<file path="src/rtl/dr_split_injector.sv">
// ---------------------------------------------------------------------------
// dr_split_injector
//
// Clocked-to-asynchronous injector placed directly upstream of the router's
// PCHB split stage. Words arrive on a synchronous valid/ready port and are
// buffered in a small FIFO. Each word is then sent LSB-first as WIDTH
// four-phase return-to-zero dual-rail tokens on L. A matching dual-rail route
// token is sent on SELECT. The split's active-high enables Le/SELECTe act as
// the acknowledge and pass through SYNC_STAGES-deep synchronisers.
//
// Encoding: bit b -> L = {b, ~b}; dest 0 -> SELECT = 01, dest 1 -> SELECT = 10.
//
// Optional feature macro: DR_INJ_TIMEOUT_EN
//   When defined, a wait-state cycle counter sets the sticky err_timeout after
//   TIMEOUT cycles without progress. When undefined, err_timeout is always 0.
//
// Ports:
//   clk         clock
//   RESET       synchronous, active-high reset
//   in_valid    word offered
//   in_ready    FIFO can accept (registered, = !full)
//   in_data     WIDTH-bit payload
//   in_dest     route: 0 -> split output R0, 1 -> R1
//   L           dual-rail data token to split
//   Le          split data enable (high = request, low = acknowledged)
//   SELECT      dual-rail route token to split
//   SELECTe     split select enable
//   busy        FIFO non-empty or FSM not idle
//   words_sent  completed words, wraps at 16 bits
//   err_timeout sticky handshake timeout flag
// ---------------------------------------------------------------------------
module dr_split_injector #(
    parameter int WIDTH       = 8,
    parameter int DEPTH       = 4,
    parameter int SYNC_STAGES = 2,
    parameter int TIMEOUT     = 255
) (
    input  logic             clk,
    input  logic             RESET,
    input  logic             in_valid,
    output logic             in_ready,
    input  logic [WIDTH-1:0] in_data,
    input  logic             in_dest,
    output logic [1:0]       L,
    input  logic             Le,
    output logic [1:0]       SELECT,
    input  logic             SELECTe,
    output logic             busy,
    output logic [15:0]      words_sent,
    output logic             err_timeout
);

    localparam int PW = (DEPTH > 1) ? $clog2(DEPTH) : 1;
    localparam int CW = PW + 1;
    localparam int IW = (WIDTH > 1) ? $clog2(WIDTH) : 1;

    typedef enum logic [1:0] {
        IDLE     = 2'd0,
        WAIT_ACK = 2'd1,
        WAIT_REQ = 2'd2
    } state_t;

    logic [SYNC_STAGES-1:0] r_leSync;
    logic [SYNC_STAGES-1:0] r_selSync;
    logic                   w_leS;
    logic                   w_selS;

    logic [WIDTH:0]         r_mem [DEPTH];
    logic [PW-1:0]          r_wrPtr;
    logic [PW-1:0]          r_rdPtr;
    logic [CW-1:0]          r_count;
    logic [CW-1:0]          w_countNext;
    logic                   r_inReady;
    logic                   w_push;
    logic                   w_pop;
    logic [WIDTH:0]         w_head;

    state_t                 r_state;
    logic [WIDTH-1:0]       r_shift;
    logic                   r_dest;
    logic [IW-1:0]          r_bitIdx;
    logic [1:0]             r_L;
    logic [1:0]             r_select;
    logic [15:0]            r_wordsSent;
    logic                   w_advance;

    // Enables come from the asynchronous split, so both pass through
    // multi-flop synchronisers before the FSM looks at them.
    always_ff @(posedge clk) begin
        if (RESET) begin
            r_leSync  <= '0;
            r_selSync <= '0;
        end else begin
            r_leSync  <= {r_leSync[SYNC_STAGES-2:0], Le};
            r_selSync <= {r_selSync[SYNC_STAGES-2:0], SELECTe};
        end
    end

    assign w_leS  = r_leSync[SYNC_STAGES-1];
    assign w_selS = r_selSync[SYNC_STAGES-1];

    // in_ready comes from a flop, so a pop in the same cycle never frees a
    // slot for a push while full. There is no bypass: a word pushed into an
    // empty FIFO becomes poppable on the following cycle.
    assign w_push      = in_valid && r_inReady;
    assign w_pop       = (r_state == IDLE) && (r_count != '0) && w_leS && w_selS;
    assign w_countNext = r_count + CW'(w_push) - CW'(w_pop);
    assign w_head      = r_mem[r_rdPtr];

    // FIFO pointers, occupancy and the registered ready flag.
    always_ff @(posedge clk) begin
        if (RESET) begin
            r_wrPtr   <= '0;
            r_rdPtr   <= '0;
            r_count   <= '0;
            r_inReady <= 1'b1;
        end else begin
            if (w_push) r_wrPtr <= r_wrPtr + 1'b1;
            if (w_pop)  r_rdPtr <= r_rdPtr + 1'b1;
            r_count   <= w_countNext;
            r_inReady <= (w_countNext != CW'(DEPTH));
        end
    end

    // FIFO storage holds {dest, data}. It needs no reset because the pointers
    // define which entries are live.
    always_ff @(posedge clk) begin
        if (!RESET && w_push) r_mem[r_wrPtr] <= {in_dest, in_data};
    end

    // The wait states finish only when both synchronised enables agree. If
    // only one enable has moved, the rails are held.
    assign w_advance = ((r_state == WAIT_ACK) && !w_leS && !w_selS) ||
                       ((r_state == WAIT_REQ) &&  w_leS &&  w_selS);

    // Token FSM. The rails are registered here, so L/SELECT only ever move
    // between 00 and a single valid code and never glitch.
    always_ff @(posedge clk) begin
        if (RESET) begin
            r_state     <= IDLE;
            r_shift     <= '0;
            r_dest      <= 1'b0;
            r_bitIdx    <= '0;
            r_L         <= 2'b00;
            r_select    <= 2'b00;
            r_wordsSent <= '0;
        end else begin
            case (r_state)
                IDLE: begin
                    if (w_pop) begin
                        r_shift  <= w_head[WIDTH-1:0];
                        r_dest   <= w_head[WIDTH];
                        r_bitIdx <= '0;
                        r_L      <= {w_head[0], ~w_head[0]};
                        r_select <= w_head[WIDTH] ? 2'b10 : 2'b01;
                        r_state  <= WAIT_ACK;
                    end
                end
                WAIT_ACK: begin
                    if (w_advance) begin
                        r_L      <= 2'b00;
                        r_select <= 2'b00;
                        r_state  <= WAIT_REQ;
                    end
                end
                WAIT_REQ: begin
                    if (w_advance) begin
                        if (r_bitIdx == IW'(WIDTH - 1)) begin
                            r_wordsSent <= r_wordsSent + 16'd1;
                            r_state     <= IDLE;
                        end else begin
                            // The shift register keeps the current bit in
                            // position 0, so position 1 holds the next bit.
                            r_bitIdx <= r_bitIdx + 1'b1;
                            r_shift  <= r_shift >> 1;
                            r_L      <= {r_shift[1], ~r_shift[1]};
                            r_select <= r_dest ? 2'b10 : 2'b01;
                            r_state  <= WAIT_ACK;
                        end
                    end
                end
                default: begin
                    r_state  <= IDLE;
                    r_L      <= 2'b00;
                    r_select <= 2'b00;
                end
            endcase
        end
    end

`ifdef DR_INJ_TIMEOUT_EN
    localparam int TW = (TIMEOUT > 0) ? $clog2(TIMEOUT + 1) : 1;

    logic [TW-1:0] r_waitCnt;
    logic          r_errTimeout;

    // The counter restarts on every state change. It saturates at TIMEOUT so
    // a long stall cannot wrap it. The flag is only reported; the FSM keeps
    // waiting.
    always_ff @(posedge clk) begin
        if (RESET) begin
            r_waitCnt    <= '0;
            r_errTimeout <= 1'b0;
        end else begin
            if ((r_state == IDLE) || w_advance)
                r_waitCnt <= '0;
            else if (r_waitCnt != TW'(TIMEOUT))
                r_waitCnt <= r_waitCnt + 1'b1;
            if ((r_state != IDLE) && !w_advance && (r_waitCnt == TW'(TIMEOUT - 1)))
                r_errTimeout <= 1'b1;
        end
    end

    assign err_timeout = r_errTimeout;
`else
    // Without the timeout feature this is constant 0 for any legal TIMEOUT.
    assign err_timeout = (TIMEOUT < 0);
`endif

    assign in_ready   = r_inReady;
    assign L          = r_L;
    assign SELECT     = r_select;
    assign words_sent = r_wordsSent;
    assign busy       = (r_state != IDLE) || (r_count != '0);

endmodule

</file>
<file path="config.mk">
export PLATFORM = sky130hd
export DESIGN_NAME = dr_split_injector
export DESIGN_NICKNAME = d
export VERILOG_FILES = /design/src/rtl/dr_split_injector.sv
export SDC_FILE = /design/constraint.sdc
export NUM_CORES = 1
export LEC_CHECK = 0
export ABC_AREA = 1
export CORE_ASPECT_RATIO = 1.25
export CORE_MARGIN = 4
export CORE_UTILIZATION = 35
export CTS_BUF_LIST = sky130_fd_sc_hd__clkbuf_2 sky130_fd_sc_hd__clkbuf_4 sky130_fd_sc_hd__clkbuf_8
export DETAILED_ROUTE_END_ITERATION = 8
export SYNTH_ARGS = -nofsm -noshare
export SYNTH_HDL_FRONTEND = slang
export SYNTH_SLANG_ARGS = --single-unit
export TNS_END_PERCENT = 20
</file>
<file path="constraint.sdc">
create_clock -name clk -period 3.4 [get_ports clk]
set_input_delay 0.68 -clock clk [delete_from_list [all_inputs] [get_ports clk]]
set_output_delay 0.68 -clock clk [all_outputs]
set_load 0.02 [all_outputs]
</file>
* Yosys cells after proc, flatten, opt, wreduce, memory -nomap -nowiden
Memories as Yosys holds them, arrays and structs flattened. A register that Yosys moved wholly into a read port is not among the register bits.
Cells that the tools add are included.
** Word-level totals
- Register bits after elaboration :: 46
- Memory bits (writable) :: 36
- Output and inout bits :: 23
- Logic and storage cells :: 81
- Memories :: 1
** Operators by class
- Add/sub/neg operators :: 6
- Equality and inequality tests :: 8
- Muxes and demuxes :: 28
- Bitwise gates (word level) :: 2
- Reduce and logical (&&, ||, !) cells :: 23
** Memories
- r_mem :: depth 4, bits a word 9, read ports 1, clocked after Yosys merged registers in 1, wr ports 1, line 68 : logic [WIDTH:0] r_mem [DEPTH];
** Operator list (count)
- 2-bit two-way mux :: 14
- 8-bit two-way mux :: 3
- 2-bit case mux with 3 select lines :: 3
- 16-bit by 1-bit adder with 16-bit output, second input constant :: 1
- 8-bit case mux with 2 select lines :: 1
- 1-bit logical AND :: 9
- 3-bit two-way mux :: 3
- 2-bit inequality test, second input constant :: 4
- 4-bit AND reduction :: 2
- 3-bit case mux with 2 select lines :: 1
- 3-bit AND reduction :: 2
- 2-bit by 1-bit adder with 2-bit output, second input constant :: 2
- 2-bit nonzero test :: 2
- 3-bit by 1-bit adder with 3-bit output :: 1
- 3-bit by 1-bit adder with 3-bit output, second input constant :: 1
- 3-bit equality test, second input constant :: 1
- 1-bit zero test :: 3
- 1-bit two-way mux :: 3
- 3-bit inequality test, second input constant :: 1
- 3-bit nonzero test :: 1
- 3-bit by 1-bit subtractor with 3-bit output :: 1
- 2-bit by 1-bit equality test with 1-bit output, second input constant :: 1
- 2-bit equality test, second input constant :: 1
- 2-bit zero test :: 1
- other kinds (3) :: 5

* Longest topological paths before layout
- Depth in word-level cells :: 6
- Gate-level depth with buffers :: 12
- Mapped depth without buffers :: 12

* Least setup slack after synthesis
No wires, ideal clock.
- Path kind :: reg-to-reg
- Start point :: register r_state[0]
- End point :: register r_inReady, in the netlist in_ready
- Setup time :: 0.123 ns
- Arrival time :: 1.902 ns
- Required time :: 3.277 ns
- Path slack :: 1.375 ns
- Cell stages (with the launch flop) :: 12
- Path buffers :: 0
- Path through :: dfxtp_1 -> nor2_1 -> inv_1 -> nor2_4 -> inv_1 -> nand2_1 -> nand2_1 -> ha_1 -> fa_1 -> xnor2_1 -> nor2_1 -> nand3_1
** Between the ends
- Cells in the longest elaborated chain, start to end :: 6
** Ends and longest elaborated chain
- start: declaration :: line 78 : state_t r_state;
- start signal: assignment :: line 140 : r_state <= IDLE;
- start signal: assignment :: line 156 : r_state <= WAIT_ACK;
- start signal: assignment :: line 163 : r_state <= WAIT_REQ;
- 2-bit zero test :: line 106 : assign w_pop = (r_state == IDLE) && (r_count != '0) && w_leS && w_selS;
- 1-bit logical AND (3 in series) :: line 106
- 3-bit by 1-bit subtractor with 3-bit output :: line 107 : assign w_countNext = r_count + CW'(w_push) - CW'(w_pop);
- 3-bit inequality test :: line 121 : r_inReady <= (w_countNext != CW'(DEPTH));
- end signal: assignment :: line 121
- end: declaration :: line 73 : logic r_inReady;
Every way passes these cells.
A chain may end at the register's enable or synchronous reset.

* Worst setup path in the final report
- Start point :: register r_state[0]
- End point :: output busy
** Between the ends
- Cells in the longest elaborated chain, start to end :: 2
** Ends and longest elaborated chain
- 2-bit nonzero test :: line 224 : assign busy = (r_state != IDLE) || (r_count != '0);
- 1-bit logical OR :: line 224
- end: declaration :: line 48 : output logic busy,
Every way passes these cells.

==> key figures <==
Logic synthesis
  • Top post-synthesis cells by area: edfxtp_1 (30%), dfxtp_1 (26%), nor2_1 (9.3%)
  • Area share of the largest cell type after synthesis: 0.302
  • Mapped Area: 3580 sq um
  • Synth Instances: 417
  • Yosys cell types: 30
  • Mean Syn Cell Area: 8.58 sq um
  • Register bit total from synthesis: 83
  • Biggest area consumer among synthesized cells: edfxtp_1
  • YS warnings: 0
  • Mapped Nets: 440
  • Register area share after synthesis: 0.565

Floorplan
  • Die ar.: ~12000 sq um
  • Die Y: 121 um
  • Initial Util: 0.356
  • Site row count: 41
  • Core area: just over 10000 sq um
  • IO Pins: 37
  • Die W: ~98 um

Setup path
  • R2R Setup Slk: 1100 ps
  • Worst R2R End: in_ready
  • Top delay family on crit path: buffers and inverters
  • Setup crit end kind: primary output
  • Critical path class: flip-flop to primary output
  • Crit path arrival time: roughly 1800 ps
  • CP cell instances: nor2_1 > nand3_1 > clkdlybuf4s50_1
  • Crit-path max FO: 5
  • Sum of buffers and inverters on the critical path: 1
  • Critical path launch point type: flip-flop
  • Crit path required time: around 2700 ps
  • Critical-path top delay cell: clkdlybuf4s50_1
  • Critical Path Max Stage Delay: 570 ps
  • FF-to-FF path depth: 11
  • RR Startpoint: r_state[0]

Run
  • # Max-Cap Violations: 0

Place
  • Final Wtd Congestion: about 0.79
  • DP Wirelength: 5000 um
  • # port buffers: 35
  • Place WS: 878 ps

Timing
  • Highest attainable clock frequency: 0.406 GHz
  • Final Critical Period: between 2000 and 2500 ps
  • Clk_skew: 6.39 ps
  • Tightest Pin Transition: 553 ps
  • Setup violations, final: 0
  • Worst setup margin: 937 ps
  • RSZ-0062 raised after global routing: no
  • Slew Limit Fails: 0
  • Tcrit/Tclk final: 0.724
  • Slew margin rel.: 0.630
  • TNS Setup: 0 ps
  • Final hold violation count: 0

Layout
  • Share of cells above drive strength 1: 0.0667
  • Post-layout net count: 483
  • Reg area: 2020 sq um
  • # diodes: 0
  • Area delta synth->final: 19.2%
  • Most common cell after layout, fill and taps aside: nor2_1
  • Commonest non-fill, non-tap cells in the layout: nor2_1 (89), nand2_1 (77), inv_1 (49)
  • Fill cells: 1043
  • Area occupied by multi-input gates: about 1300 sq um

Clock network
  • Clock-pin slew on the worst setup and hold paths: 80 ps
  • CTS Hold Buffers Added: 0
  • H-tree depth: 3
  • CTS tree: yes
  • # Post-CTS Setup Buffers: 0
  • Clock Latency Late Sink: 350 ps
  • # clock sinks: 83
  • Max clock buf depth: 2
  • Clock buffer count from CTS: 9
  • Cts repair resizes: 0
  • Root Buffer: clkbuf_8

GRT
  • Largest net degree at the start of global routing: 32
  • Initial antenna violation count: 0
  • Total grt overflow: 0
  • Vias in the first global route: roughly 2600
  • GR Util All Layers: 0.124
  • First-pass GRT wire length: 11800 um

Status
  • Status: finished, final reports clean

Drt
  • 1st-pass router iterations: 4
  • Vias after detailed routing: 2778
  • # DRC: 0
  • Antenna-violating nets left: 0
  • Vias per Instance: 4.68
  • Wire per inst: 11.9 um
  • DRT Wirelength: 7070 um
  • Starting DRC count in detailed routing: 110

Power and ir drop
  • Final Power: 2.17 mW
  • Power per Cell Area: between 500 and 600 nW/um^2
  • Max VDD drop: around 280 uV
  • P_leak: 1.65 nW

Hold path
  • Type of the tightest min-delay check: flip-flop to flip-flop
  • Endpoint, Worst Hold: r_selSync[1]
  • Min-Delay Startpoint: r_selSync[0]
  • Hold path cells: 2
[through the flow]
stage	instances	hold slack, ps	cell area (sq um)	utilization
4_1_cts	594	410	4270	0.424
2_1_floorplan	417	388	3580	-
3_3_place_gp	578	395	4090	0.407
5_1_grt	594	435	4270	0.424
3_5_place_dp	578	399	4090	0.407
6_report	594	406	4270	0.424
[cell families after synthesis]
| family | Yosys count | share of synthesized area |
|---|---|---|
| flops | 83 | 0.565 |
| xor+xnor | 2 | 0.00489 |
| fa+ha+maj | 9 | 0.0336 |
| simple gates | 199 | 0.237 |
| compound gates | 63 | 0.0937 |
| other cells | 1 | 0.00105 |
| buf+inv | 60 | 0.0654 |
[final cells by class]
type	count	area share
Sequential cell	83	0.474
Multi-Input combinational cell	274	0.310
Timing Repair Buffer	41	0.0927
Inverter	51	0.0449
Tap cell	129	0.0378
Clock buffer	10	0.0308
Clock inverter	6	0.00939
[how the worst max path moves through the flow]
stage / startpoint / end / cells after the start / slack (ps)
after floorplan: r_state[0] / in_ready / 11 / 1380
after global placement: in_valid / in_ready / 9 / 960
after detailed placement: in_valid / in_ready / 9 / 880
after CTS: r_state[0] / busy / 3 / 880
after global routing: r_state[0] / busy / 3 / 800
final: r_state[0] / busy / 3 / 940
[flip-flops by register name, indices dropped and copies added (netlist names), named ones only]
| register | count |
|---|---|
| in_ready | 1 |
| SELECT | 2 |
| r_rdPtr | 2 |
| r_selSync | 2 |
| r_dest | 1 |
| r_wrPtr | 2 |
| words_sent | 16 |
| r_leSync | 2 |
| r_bitIdx | 3 |
| r_count | 3 |
| L | 2 |
| r_mem | 36 |
| r_state | 2 |
| r_shift | 7 |
[where the power goes]
part / internal (mW) / switching [mW] / total [mW]
Combinational: 0.154 / 0.242 / 0.395
Clock: 0.274 / 0.354 / 0.627
Sequential: 1.11 / 0.0368 / 1.15
[Yosys cell counts]
| master | instances |
|---|---|
| inv_1 | 49 |
| buf_1 | 2 |
| nand4_1 | 8 |
| o21ai_0 | 29 |
| ha_1 | 8 |
| conb_1 | 1 |
| inv_2 | 1 |
| buf_2 | 4 |
| and3_1 | 1 |
| xnor2_1 | 2 |
| dfxtp_1 | 47 |
| nand4_2 | 1 |
| buf_4 | 1 |
| a21oi_1 | 25 |
| edfxtp_1 | 36 |
| clkinv_1 | 1 |
| nor3_1 | 1 |
| nand3_2 | 1 |
| clkbuf_1 | 2 |
| nor2_4 | 4 |
| nor2_1 | 89 |
| nand2_2 | 2 |
| nand2_1 | 77 |
| o21bai_1 | 1 |
| nand3_1 | 13 |
| nand2_4 | 1 |
| fa_1 | 1 |
| o22ai_1 | 2 |
| o211ai_1 | 6 |
| nor2_2 | 1 |
[metal layers]
metal  part of all wire  vias to the layer above  track usage
met4              0.015                        0       0.0564
met2               0.51                       46        0.216
met5                  0                        -            0
met1               0.43                     1284        0.143
met3              0.041                        7       0.0311
li1                   -                     1441            -
[worst register-to-register path: stages (launching register included)]
cell and delay [ps]:
dfxtp_1 390, nor2_1 330, inv_1 160, nor2_4 230
inv_1 60, nand2_1 50, nand2_1 50, ha_1 190
fa_1 380, xnor2_1 140, nor2_1 120, nand3_1 80
Power figures use the tool's default switching activity.
